File: src/rtl/fifo_stream_reader_pkg.sv
// Shared types and defaults for the FIFO read-side stream master.
package fifo_stream_reader_pkg;

    localparam int DATA_W_DEF  = 8;
    localparam int PKT_LEN_DEF = 4;
    localparam int CNT_W_DEF   = 8;

    typedef enum logic [1:0] {
        ST_EMPTY = 2'd0,
        ST_ONE   = 2'd1,
        ST_TWO   = 2'd2
    } buf_state_e;

    // Occupancy is the state encoding itself, kept behind a function so callers never depend on it.
    function automatic logic [1:0] occ_of(input buf_state_e s);
        return 2'(s);
    endfunction

endpackage

File: src/rtl/fifo_stream_reader_skid_buf.sv
// Two-entry FIFO-ordered register buffer; head drives the registered stream outputs.
module stream_skid_buf
    import fifo_stream_reader_pkg::*;
#(
    parameter int DATA_W = DATA_W_DEF
) (
    input  logic              clk,
    input  logic              rst_n,
    input  logic              clr_i,
    input  logic              push_i,
    input  logic [DATA_W-1:0] push_data_i,
    input  logic              pop_i,
    output logic [DATA_W-1:0] head_o,
    output logic              valid_o,
    output logic [1:0]        occ_o
);

    buf_state_e        state_q, state_d;
    logic [DATA_W-1:0] head_q, head_d;
    logic [DATA_W-1:0] tail_q, tail_d;
    logic              valid_q;

    // Next-state and entry movement for the occupancy FSM
    always_comb begin
        state_d = state_q;
        head_d  = head_q;
        tail_d  = tail_q;
        case (state_q)
            ST_EMPTY: begin
                if (push_i) begin
                    state_d = ST_ONE;
                    head_d  = push_data_i;
                end else begin
                    state_d = ST_EMPTY;
                end
            end
            ST_ONE: begin
                if (push_i && !pop_i) begin
                    state_d = ST_TWO;
                    tail_d  = push_data_i;
                end else if (push_i && pop_i) begin
                    head_d  = push_data_i;
                end else if (pop_i) begin
                    state_d = ST_EMPTY;
                end else begin
                    state_d = ST_ONE;
                end
            end
            ST_TWO: begin
                // Push while full cannot happen under the reader's credit rule; shift anyway if it does.
                if (pop_i) begin
                    state_d = push_i ? ST_TWO : ST_ONE;
                    head_d  = tail_q;
                    tail_d  = push_i ? push_data_i : tail_q;
                end else begin
                    state_d = ST_TWO;
                end
            end
            default: begin
                state_d = ST_EMPTY;
            end
        endcase
        if (clr_i) begin
            state_d = ST_EMPTY;
        end else begin
            state_d = state_d;
        end
    end

    // Buffer state and entry registers
    always_ff @(posedge clk or negedge rst_n) begin
        if (!rst_n) begin
            state_q <= ST_EMPTY;
            head_q  <= '0;
            tail_q  <= '0;
            valid_q <= 1'b0;
        end else begin
            state_q <= state_d;
            head_q  <= head_d;
            tail_q  <= tail_d;
            valid_q <= (state_d != ST_EMPTY);
        end
    end

    assign head_o  = head_q;
    assign valid_o = valid_q;
    assign occ_o   = occ_of(state_q);

endmodule

File: src/rtl/fifo_stream_reader.sv
// FIFO read master: credit-based read issue, one-cycle capture into a skid buffer, framed output stream.
module fifo_stream_reader
    import fifo_stream_reader_pkg::*;
#(
    parameter int DATA_W  = DATA_W_DEF,
    parameter int PKT_LEN = PKT_LEN_DEF,
    parameter int CNT_W   = CNT_W_DEF
) (
    input  logic              clk,
    input  logic              rst_n,
    input  logic              fifo_empty,
    input  logic [DATA_W-1:0] fifo_rdata,
    output logic              fifo_r_en,
    input  logic              flush,
    output logic              m_valid,
    input  logic              m_ready,
    output logic [DATA_W-1:0] m_data,
    output logic              m_last,
    output logic [CNT_W-1:0]  frame_cnt
);

    localparam int              IDX_W    = 8;
    localparam logic [IDX_W-1:0] LAST_IDX = IDX_W'(PKT_LEN - 1);

    logic [1:0]        occ_s;
    logic              valid_s;
    logic [DATA_W-1:0] head_s;
    logic              pop_s;
    logic              push_s;
    logic              rd_en_s;
    logic              last_s;
    logic [2:0]        credit_s;
    logic              inflight_q, inflight_d;
    logic [IDX_W-1:0]  idx_q, idx_d;
    logic [CNT_W-1:0]  frame_cnt_q, frame_cnt_d;

    assign pop_s    = valid_s && m_ready;
    assign push_s   = inflight_q && !flush;
    assign last_s   = (idx_q == LAST_IDX);
    // Entries that will be held after this edge if we do not read: must leave room for one more.
    assign credit_s = {1'b0, occ_s} + {2'b00, inflight_q} - {2'b00, pop_s};

    // Read issue; a read is only in flight when the FIFO actually accepted it
    always_comb begin
        rd_en_s = 1'b0;
        if (rst_n && !fifo_empty && !flush && (credit_s < 3'd2)) begin
            rd_en_s = 1'b1;
        end else begin
            rd_en_s = 1'b0;
        end
        inflight_d = rd_en_s;
    end

    // Frame index and completed-frame counter; flush restarts the frame but keeps the count
    always_comb begin
        idx_d       = idx_q;
        frame_cnt_d = frame_cnt_q;
        if (pop_s && last_s) begin
            idx_d       = '0;
            frame_cnt_d = frame_cnt_q + CNT_W'(1);
        end else if (pop_s) begin
            idx_d = idx_q + IDX_W'(1);
        end else begin
            idx_d = idx_q;
        end
        if (flush) begin
            idx_d = '0;
        end else begin
            idx_d = idx_d;
        end
    end

    // In-flight flag and framing registers
    always_ff @(posedge clk or negedge rst_n) begin
        if (!rst_n) begin
            inflight_q  <= 1'b0;
            idx_q       <= '0;
            frame_cnt_q <= '0;
        end else begin
            inflight_q  <= inflight_d;
            idx_q       <= idx_d;
            frame_cnt_q <= frame_cnt_d;
        end
    end

    stream_skid_buf #(
        .DATA_W (DATA_W)
    ) u_skid (
        .clk         (clk),
        .rst_n       (rst_n),
        .clr_i       (flush),
        .push_i      (push_s),
        .push_data_i (fifo_rdata),
        .pop_i       (pop_s),
        .head_o      (head_s),
        .valid_o     (valid_s),
        .occ_o       (occ_s)
    );

    assign fifo_r_en = rd_en_s;
    assign m_valid   = valid_s;
    assign m_data    = head_s;
    assign m_last    = valid_s && last_s;
    assign frame_cnt = frame_cnt_q;

endmodule
File: config.mk
export PLATFORM = sky130hd
export DESIGN_NAME = fifo_stream_reader
export DESIGN_NICKNAME = d
export VERILOG_FILES = /design/src/rtl/fifo_stream_reader_pkg.sv /design/src/rtl/fifo_stream_reader_skid_buf.sv /design/src/rtl/fifo_stream_reader.sv
export SDC_FILE = /design/constraint.sdc
export NUM_CORES = 1
export LEC_CHECK = 0
export CORE_MARGIN = 2
export CORE_UTILIZATION = 35
export CTS_CLUSTER_SIZE = 14
export DETAILED_ROUTE_END_ITERATION = 8
export GPL_TIMING_DRIVEN = 0
export PLACE_DENSITY = 0.63
export SLEW_MARGIN = 15
export SYNTH_ARGS = -nofsm -noshare
export SYNTH_HDL_FRONTEND = slang
export SYNTH_HIERARCHICAL = 1
export SYNTH_SLANG_ARGS = --single-unit
File: constraint.sdc
create_clock -name clk -period 1.9 [get_ports clk]
set_input_delay 0.19 -clock clk [delete_from_list [all_inputs] [get_ports clk]]
set_output_delay 0.19 -clock clk [all_outputs]
set_load 0.005 [all_outputs]
Word-level counts from Yosys, hierarchy flattened
Cells that the tools add are included.
{ "totals": {"mem_bits_rw": 0, "register_bits": 36, "mem_count": 0, "output_inout_bits": 19, "latchBits": 0, "elab_cells": 60, "romBits": 0} }
{ "classes": {"multipliers": 0, "bitwise_logic": 0, "eq_ne": 9, "div_mod_pow": 0, "add_sub_neg": 4, "magnitude_cmp": 1, "n_shift": 0, "mux": 20, "n_reduce_logical": 19} }
{ "op_table": {"columns": ["op", "count"], "rows": [
  ["two-way mux 8 bit", 9],
  ["case mux 8 bit (3 select lines)", 1],
  ["adder 8 x 1 -> 8 bit, second input constant", 2],
  ["case mux 8 bit (2 select lines)", 1],
  ["two-way mux 2 bit", 5],
  ["logical AND 1 bit", 9],
  ["equality test 8 x 2 -> 1 bit, second input constant", 1],
  ["!= test 2 x 1 -> 1 bit, second input constant", 4],
  ["case mux 2 bit (3 select lines)", 1],
  ["nonzero test 3 bit", 2],
  ["AND reduction 5 bit", 1],
  ["!= test 2 bit, second input constant", 2],
  ["AND reduction 4 bit", 1],
  ["nonzero test 2 bit", 2],
  ["adder 2 x 1 -> 3 bit", 1],
  ["zero test 1 bit", 3],
  ["less-than comparator 3 x 2 -> 1 bit, second input constant", 1],
  ["two-way mux 1 bit", 3],
  ["subtractor 3 x 1 -> 3 bit", 1],
  ["equality test 2 x 1 -> 1 bit, second input constant", 1],
  ["equality test 2 bit, second input constant", 1],
  ["zero test 2 bit", 1]
]} }

Longest topological paths before layout
Gate-level depths: netlist of the first run.
{ "logic_depth": {"depth_word": 8, "depth_mapped": 7, "mapped_depth_nobuf": 7} }

Hierarchy
The synthesis of the first run kept the hierarchy.
{ "modules_own_cells": {"columns": ["module", "seq_area_each_um2", "area_each_um2", "cells_each", "instances"], "rows": [
  ["stream_skid_buf", 475.5, 945.9, 61, 1],
  ["fifo_stream_reader", 425.4, 899.6, 84, 1]
]} }

Worst setup path before layout of the first run
Ideal clock, no wire load.
{ "synth_timing": {"path_kind": "reg2out", "from": "reg u_skid.valid_q, in the netlist u_skid/valid_o", "to": "out fifo_r_en", "setup_slack_ns": -0.159, "arrival_time_ns": 1.869, "path_buffers": 0, "stages_incl_launch_ff": 8, "cell_sequence": "dfrtp_1 > nand2_1 > inv_1 > ha_1 > nand2b_1 > fa_1 > nand2_1 > nor4_1"} }
{ "synth_via": {"elab_chain_len": 5} }
{ "synth_lines": {"columns": ["item", "line", "source"], "rows": [
  ["start: declaration", "fifo_stream_reader_skid_buf.sv:21", "logic valid_q;"],
  ["start signal: assignment", "fifo_stream_reader_skid_buf.sv:81", "valid_q <= (state_d != ST_EMPTY);"],
  ["logical AND 1 bit", "fifo_stream_reader.sv:37", "assign pop_s = valid_s && m_ready;"],
  ["named net pop_s", "fifo_stream_reader.sv:28", "logic pop_s;"],
  ["subtractor 3 x 1 -> 3 bit", "fifo_stream_reader.sv:41", "assign credit_s = {1'b0, occ_s} + {2'b00, inflight_q} - {2'b00, pop_s};"],
  ["less-than comparator 3 x 2 -> 1 bit", "fifo_stream_reader.sv:46", "if (rst_n && !fifo_empty && !flush && (credit_s < 3'd2)) begin"],
  ["logical AND 1 bit", "fifo_stream_reader.sv:46", null],
  ["two-way mux 1 bit", "fifo_stream_reader.sv:46", null],
  ["end: declaration", "fifo_stream_reader.sv:13", "output logic fifo_r_en,"]
]} }
The timed path passes the listed nets, and every way through them passes these cells.

Final worst setup path of the first run
Ends and elaborated chain as after synthesis.

==> results of run 1 <==
## metrics by stage
| stage | instance area [µm²] | setup TNS [ps] |
|---|---|---|
| after global placement | 2270 | -8950 |
| final | 2500 | -430 |
| after CTS | 2480 | -438 |
| after global routing | 2500 | -567 |
| after floorplan | 1870 | 0 |
| after detailed placement | 2290 | -2820 |
## metal layers
metal / global-route usage [%] / vias up / routed length, µm
met4: 4.18 / 0 / 25
li1: - / 618 / -
met1: 16.7 / 657 / 1710
met2: 22.1 / 33 / 1770
met5: 0 / - / 0
met3: 4.15 / 3 / 201
## timing repair
item / 4_1_cts / 5_1_grt
pin swaps: 4 / 2
hold buffers: 2 / 0
endpoints found under the setup margin: 3 / 4
resized for setup: 10 / 0
endpoints found under the hold margin: 36 / 0
buffers inserted: 8 / 3
## critical path, cell delays in order (launching register included)
cell      delay [ps]
dfrtp_1          420
nand2_2          130
inv_4             50
ha_4             200
nand2b_4         130
fa_1             480
nand2_1           60
nor4_2           240
buf_2            160
## cells in the mapped netlist, drive strengths merged, types with 2 or more instances
master	instances
and3b	2
a21oi	3
xor2	2
nor3	5
inv	5
o21ai	3
dfrtp	36
nor4	3
nor2b	2
mux2	25
nand2	9
ha	3
nand3	3
buf	4
nor3b	2
nor2	3
nand4	4
xnor2	10
nand2b	3
and3	3
## registers in the layout (all words and copies together), names as in the netlist
| signal | flops |
|---|---|
| frame_cnt | 8 |
| idx_q | 8 |
| inflight_q | 1 |
| u_skid/head_o | 8 |
| u_skid/occ_o | 2 |
| u_skid/tail_q | 8 |
| u_skid/valid_o | 1 |
## power by group through the flow
| stage | registers, mW | clock network (mW) | logic [mW] |
|---|---|---|---|
| floorplan | 0.881 | 0 | 0.122 |
| global placement | 0.879 | 0 | 0.280 |
| detailed placement | 0.882 | 0 | 0.288 |
| CTS | 0.869 | 0.595 | 0.303 |
| global route | 0.878 | 0.631 | 0.325 |
| finish | 0.869 | 0.574 | 0.300 |
## path summary, 6_finish.rpt
path / slack [ps] / from / endpoint / cells past startpoint
setup / recovery: -430 / u_skid/valid_o / fifo_r_en / 8
setup reg to reg: 70 / idx_q[0] / idx_q[7] / 6
min in group clk: 470 / fifo_empty / inflight_q / 2
hold / removal: 280 / rst_n / idx_q[6] / 2
max in group asynchronous: 1110 / rst_n / idx_q[4] / 4
hold reg to reg: 470 / frame_cnt[7] / frame_cnt[7] / 1
## placed cells by master (no fill, tap or decap), types with 3 or more instances in the layout
cell | Yosys | layout
buf_4 | 0 | 11
inv_1 | 5 | 4
mux2_4 | 16 | 16
nand4_1 | 4 | 4
nor2_1 | 3 | 3
nand3_1 | 3 | 3
nor3_1 | 5 | 5
a21oi_1 | 3 | 3
clkdlybuf4s50_1 | 0 | 28
mux2_1 | 8 | 8
xnor2_1 | 10 | 10
nand2_1 | 9 | 8
dfrtp_1 | 36 | 35
clkbuf_8 | 0 | 6
buf_2 | 2 | 4
## logic make-up after synthesis
kind of cell             after synthesis  share of synthesized area, %
AO/OA/AOI/OAI                         14                          5.76
XOR/XNOR                              12                          5.69
AND/OR/NAND/NOR                       45                          15.3
multiplexers                          25                          18.5
buffers and inverters                  9                          2.78
flip-flops                            36                          48.8
adder cells (fa/ha/maj)                4                          3.12
## area by class of cell
class	count	area, µm²
sequential	36	902
inverter	5	21.3
clock inverter	1	7.51
fill	474	2600
timing repair buffer	45	432
multi-input combinational	100	936
tap	70	87.6
buffer	4	32.5
clock buffer	7	86.3
==> metrics.md, run 1 <==
| Metric | Value |
|---|---|
| Seq/Total Area, Yosys | `48.8%` |
| WHS | `roughly 280 ps` |
| Max Cap Violations | `0` |
| Dpl cells | `247` |
| Min cycle time layout | `2330 ps` |
| Synthesis warning total | `6` |
| Failing checks | `setup timing` |
| Fmax | `429 MHz` |
| Syn_nets | `162` |
| First-pass GRT wire length | `between 6000 and 7000 µm` |
| Diodes inserted | `0` |
| Power, Total | `1.74 mW` |
| Setup crit start kind | `flip-flop` |
| Comb pwr share | `17.2%` |
| Initial antenna violation count | `0` |
| Net Switching | `408 µW` |
| Final net count | `214` |
| Drc violations | `0` |
| Switching Fraction | `roughly a quarter` |
| Clock transition at path regs | `70 ps` |
| Syn Std Cell Area | `approximately 1800 µm²` |
| Post-synth EDFFs | `0` |
| Gpl congestion | `0.802` |
| Vias in the first global route | `1393` |
| Number of setup violations in the final report | `1` |
| Initial Util | `36.1%` |
| DRT iter0 DRCs | `57` |
| Port buffer count | `31` |
| Antenna viol nets, final | `0` |
| Post-Place Worst Slack | `-926 ps` |
| Worst-case clock buffer depth | `2` |
| Fin crit share | `123%` |
| Synth top area share | `between 40% and 50%` |
| CP arrival | `2140 ps` |
| Final core occ | `49.0%` |
| Routed WL | `3710 µm` |
| Area growth syn-to-layout | `35.7%` |
| Worst IR drop on VDD | `between 0.0004 and 0.0005 V` |
| DIE HEIGHT | `76.6 µm` |
| Pin count of the biggest net entering global routing | `31` |
| Crit end category | `output pin` |
| Worst Max-Slew Pin Slew | `593 ps` |
| Final Hold Vio Count | `0` |
| H-tree levels | `2` |
| Mapped Cells | `145` |
| I/O pins | `32` |
| Layout cells sized above 1 | `29.3%` |
| Die width | `76.6 µm` |
| Die area | `around 6000 µm²` |
| RSZ-0062 raised after global routing | `true` |
| CTS buffer count | `5` |
| Skew final | `8.60 ps` |
| Via/cell ratio | `4.89` |
| Fraction of registers with async set or reset after synthesis | `100%` |
| Crit-path max FO | `2` |
| Worst slew margin | `between 60 and 70%` |
| Sink Count | `36` |
| GRT overflow | `0` |
| CTS Root Cell | `clkbuf_8` |
| Row cnt | `26` |
| Mean post-synth cell area | `12.7 µm²` |
| Leakage | `1.14 nW` |
| WS Path Type | `reg2out` |
| Ys flop type | `dfrtp_1` |
| Pins over their slew limit | `0` |
| Via Count | `1311` |
| Hold Crit Class | `in2async` |
| Final worst setup slack | `-430 ps` |
| Drt wl/cell | `about 14 µm` |
| Core Area | `slightly above 5000 µm²` |
| Leading post-synthesis cells by cell area | `dfrtp_1 (49%), mux2_4 (13%), mux2_1 (4.9%)` |
| DP HPWL | `2530 µm` |
| Worst-Skew Late Latency | `about 290 ps` |
| Flop pwr share | `49.8%` |
| Fin cells | `around 270` |
| CTS tree | `built` |
| Count of distinct cell types in the synthesized netlist | `43` |
| P_int | `1.34 mW` |
| Count of state elements after synthesis | `36` |
| CP required | `1710 ps` |
| Pwr per Cell Area | `696 nW/µm²` |
| TritonRoute pass-1 iters | `4` |
| GRT Total Usage | `13.4%` |
| Run status | `complete, but fails checks` |
| Clock Power Share | `32.9%` |
| Cell taking the most area after synthesis | `dfrtp_1` |
No activity file was read; power rests on OpenSTA's default activity.
==> run 2, diff against run 1 <==
DONT_BUFFER_PORTS = 1   (was not set)
PLACE_DENSITY = 0.55   (was 0.63)
==> metrics.md, run 2 (synthesis results as in run 1) <==
| Metric | Value |
|---|---|
| Placed inst area | `1960 µm² (-14%)` |
| Worst Max-Slew Pin Slew | `577 ps (-16.2 ps)` |
| Routed WL | `3630 µm (-2.1%)` |
| # fillers | `487 (+2.7%)` |
| Run status | `complete, but fails checks` |
| Commonest non-fill, non-tap cell in the layout | `dfrtp_1` |
| Pwr per Cell Area | `793 nW/µm² (+14%)` |
| Initial antenna violation count | `0 (unchanged)` |
| GRT Total Usage | `13.5% (+0.15 points)` |
| Crit end category | `output pin` |
| Skew final | `7.88 ps (-0.720 ps)` |
| Register Area | `901 µm² (-0.14%)` |
| First-pass GRT wire length | `6240 µm (-1.4%)` |
| Row cnt | `26 (unchanged)` |
| CTS Root Cell | `clkbuf_8` |
| Layout cells sized above 1 | `29.6% (+0.27 points)` |
| Worst IR drop on VDD | `0.000446 V (+4.6%)` |
| Net Switching | `388 µW (-4.9%)` |
| Comb pwr share | `9.5% (-7.7 points)` |
| Worst slew margin | `61.5% (+1.1 points)` |
| Die area | `5870 µm² (unchanged)` |
| Number of setup violations in the final report | `1 (unchanged)` |
| Antenna viol nets, final | `0 (unchanged)` |
| Most frequent cells in the layout | `dfrtp_1 (36), mux2_4 (16), xnor2_1 (10)` |
| Pins over their slew limit | `0 (unchanged)` |
| Drt wl/cell | `15.9 µm (+15%)` |
| Failing checks | `setup timing` |
| P_int | `1.33 mW (-0.57%)` |
| TritonRoute pass-1 iters | `5 (+1)` |
| DP HPWL | `2500 µm (-1.1%)` |
| Final Instance Area | `2160 µm² (-14%)` |
| Diodes inserted | `0 (unchanged)` |
| DRT iter0 DRCs | `58 (+1.8%)` |
| Drc violations | `0 (unchanged)` |
| Multi-input gate area in the final layout | `948 µm² (+1.3%)` |
| WHS | `37.1 ps (-247 ps)` |
| Gpl congestion | `0.737 (-8.1%)` |
| H-tree levels | `2 (unchanged)` |
| CP arrival | `2010 ps (-130 ps)` |
| Fin crit share | `116% (-6.7 points)` |
| CP required | `1710 ps (about the same)` |
| CTS tree | `built` |
| Switching Fraction | `22.6% (-0.79 points)` |
| Vias in the first global route | `1329 (-4.6%)` |
| Core Area | `5110 µm² (unchanged)` |
| Die width | `76.6 µm (unchanged)` |
| Sink Count | `36 (unchanged)` |
| Worst-Skew Late Latency | `290 ps (about the same)` |
| Final net count | `175 (-18%)` |
| Hold Crit Class | `in2reg` |
| Clock transition at path regs | `70 ps (about the same)` |
| Pin count of the biggest net entering global routing | `37 (+19%)` |
| WS Path Type | `reg2out` |
| RSZ-0062 raised after global routing | `true` |
| Setup crit start kind | `flip-flop` |
| Fmax | `454 MHz (+5.7%)` |
| Flop pwr share | `51.5% (+1.7 points)` |
| Port buffer count | `0 (-100%)` |
| Min cycle time layout | `2200 ps (-127 ps)` |
| Area growth syn-to-layout | `17.2%` |
| Worst-case clock buffer depth | `2 (unchanged)` |
| Final worst setup slack | `-303 ps (+127 ps)` |
| Leakage | `0.985 nW (-13%)` |
| DIE HEIGHT | `76.6 µm (unchanged)` |
| I/O pins | `32 (unchanged)` |
| Post-Place Worst Slack | `-124 ps (+802 ps)` |
| Max Cap Violations | `0 (unchanged)` |
| CTS buffer count | `5 (unchanged)` |
| Setup total negative slack | `-303 ps (+127 ps)` |
| Final Hold Vio Count | `0 (unchanged)` |
| Crit-path max FO | `4 (+2)` |
| Via Count | `1192 (-9.1%)` |
| Via/cell ratio | `5.21 (+6.4%)` |
| Power, Total | `1.72 mW (-1.6%)` |
| Initial Util | `36.1% (unchanged)` |
| Clock Power Share | `39.0% (+6.1 points)` |
| GRT overflow | `0 (unchanged)` |
==> run 2: cell types whose count changed in the layout (fill, tap and decap cells not counted), sizes merged <==
| cell | change |
|---|---|
| buf | -12 |
| bufinv | +1 |
| clkbuf | -1 |
| clkdlybuf4s50 | -28 |
| clkinv | +1 |
| clkinvlp | -1 |
| dlygate4sd2 | -1 |
| dlygate4sd3 | +2 |
==> run 2: worst max-delay path: stages, from the launching register on <==
cell and delay [ps]:
dfrtp_1 420, nand2_2 110, inv_4 40, ha_4 200
nand2b_4 130, fa_2 360, xor2_2 200, nor4_4 270
==> run 2: per-layer routing <==
metal	vias to the layer above	global-route usage, %	wire, µm
li1	539	-	-
met1	614	15.3	1440
met2	32	23.1	1890
met3	7	4.98	234
met4	0	5.45	59
met5	-	0	0
==> run 2: per-stage QoR <==
stage | cells | utilization, %
2_1_floorplan | 145 | -
3_3_place_gp | 215 | 38.4
3_5_place_dp | 215 | 38.4
4_1_cts | 228 | 41.9
5_1_grt | 229 | 42.4
6_report | 229 | 42.4
==> run 2: worst paths after layout <==
kind                       depth (start not counted)          endpoint      startpoint  slack [ps]
min in group asynchronous                          2          idx_q[7]           rst_n         350
max reg2reg                                        7        inflight_q  u_skid/valid_o          80
max in group asynchronous                          2  u_skid/tail_q[4]           rst_n        1370
max                                                7         fifo_r_en  u_skid/valid_o        -300
min reg2reg                                        1      frame_cnt[7]    frame_cnt[7]         510
min                                                2        inflight_q           rst_n          40
==> run 2: repair_timing <==
item / in CTS / in global routing
hold buffers: 4 / 0
pin swaps: 2 / 2
hold endpoints to repair: 40 / 0
setup endpoints to repair: 2 / 7
setup buffers: 1 / 1
gates resized for setup: 3 / 3
==> run 2: area by class of cell <==
cell class | instances | share of cell area [%]
plain buffers | 4 | 1.50
clock buffers | 6 | 3.35
clock inverters | 2 | 1.62
inverters | 5 | 0.983
multi-input cells | 100 | 43.8
flip-flops and latches | 36 | 41.6
well taps | 70 | 4.05
repair buffers | 6 | 3.01
==> run 2: power groups by stage <==
stage          combinational (mW)  clock, mW  sequential [mW]
6_report                    0.162      0.670            0.883
5_1_grt                     0.177      0.729            0.893
3_3_place_gp                0.129          0            0.897
3_5_place_dp                0.135          0            0.895
4_1_cts                     0.164      0.683            0.885
2_1_floorplan               0.122          0            0.881
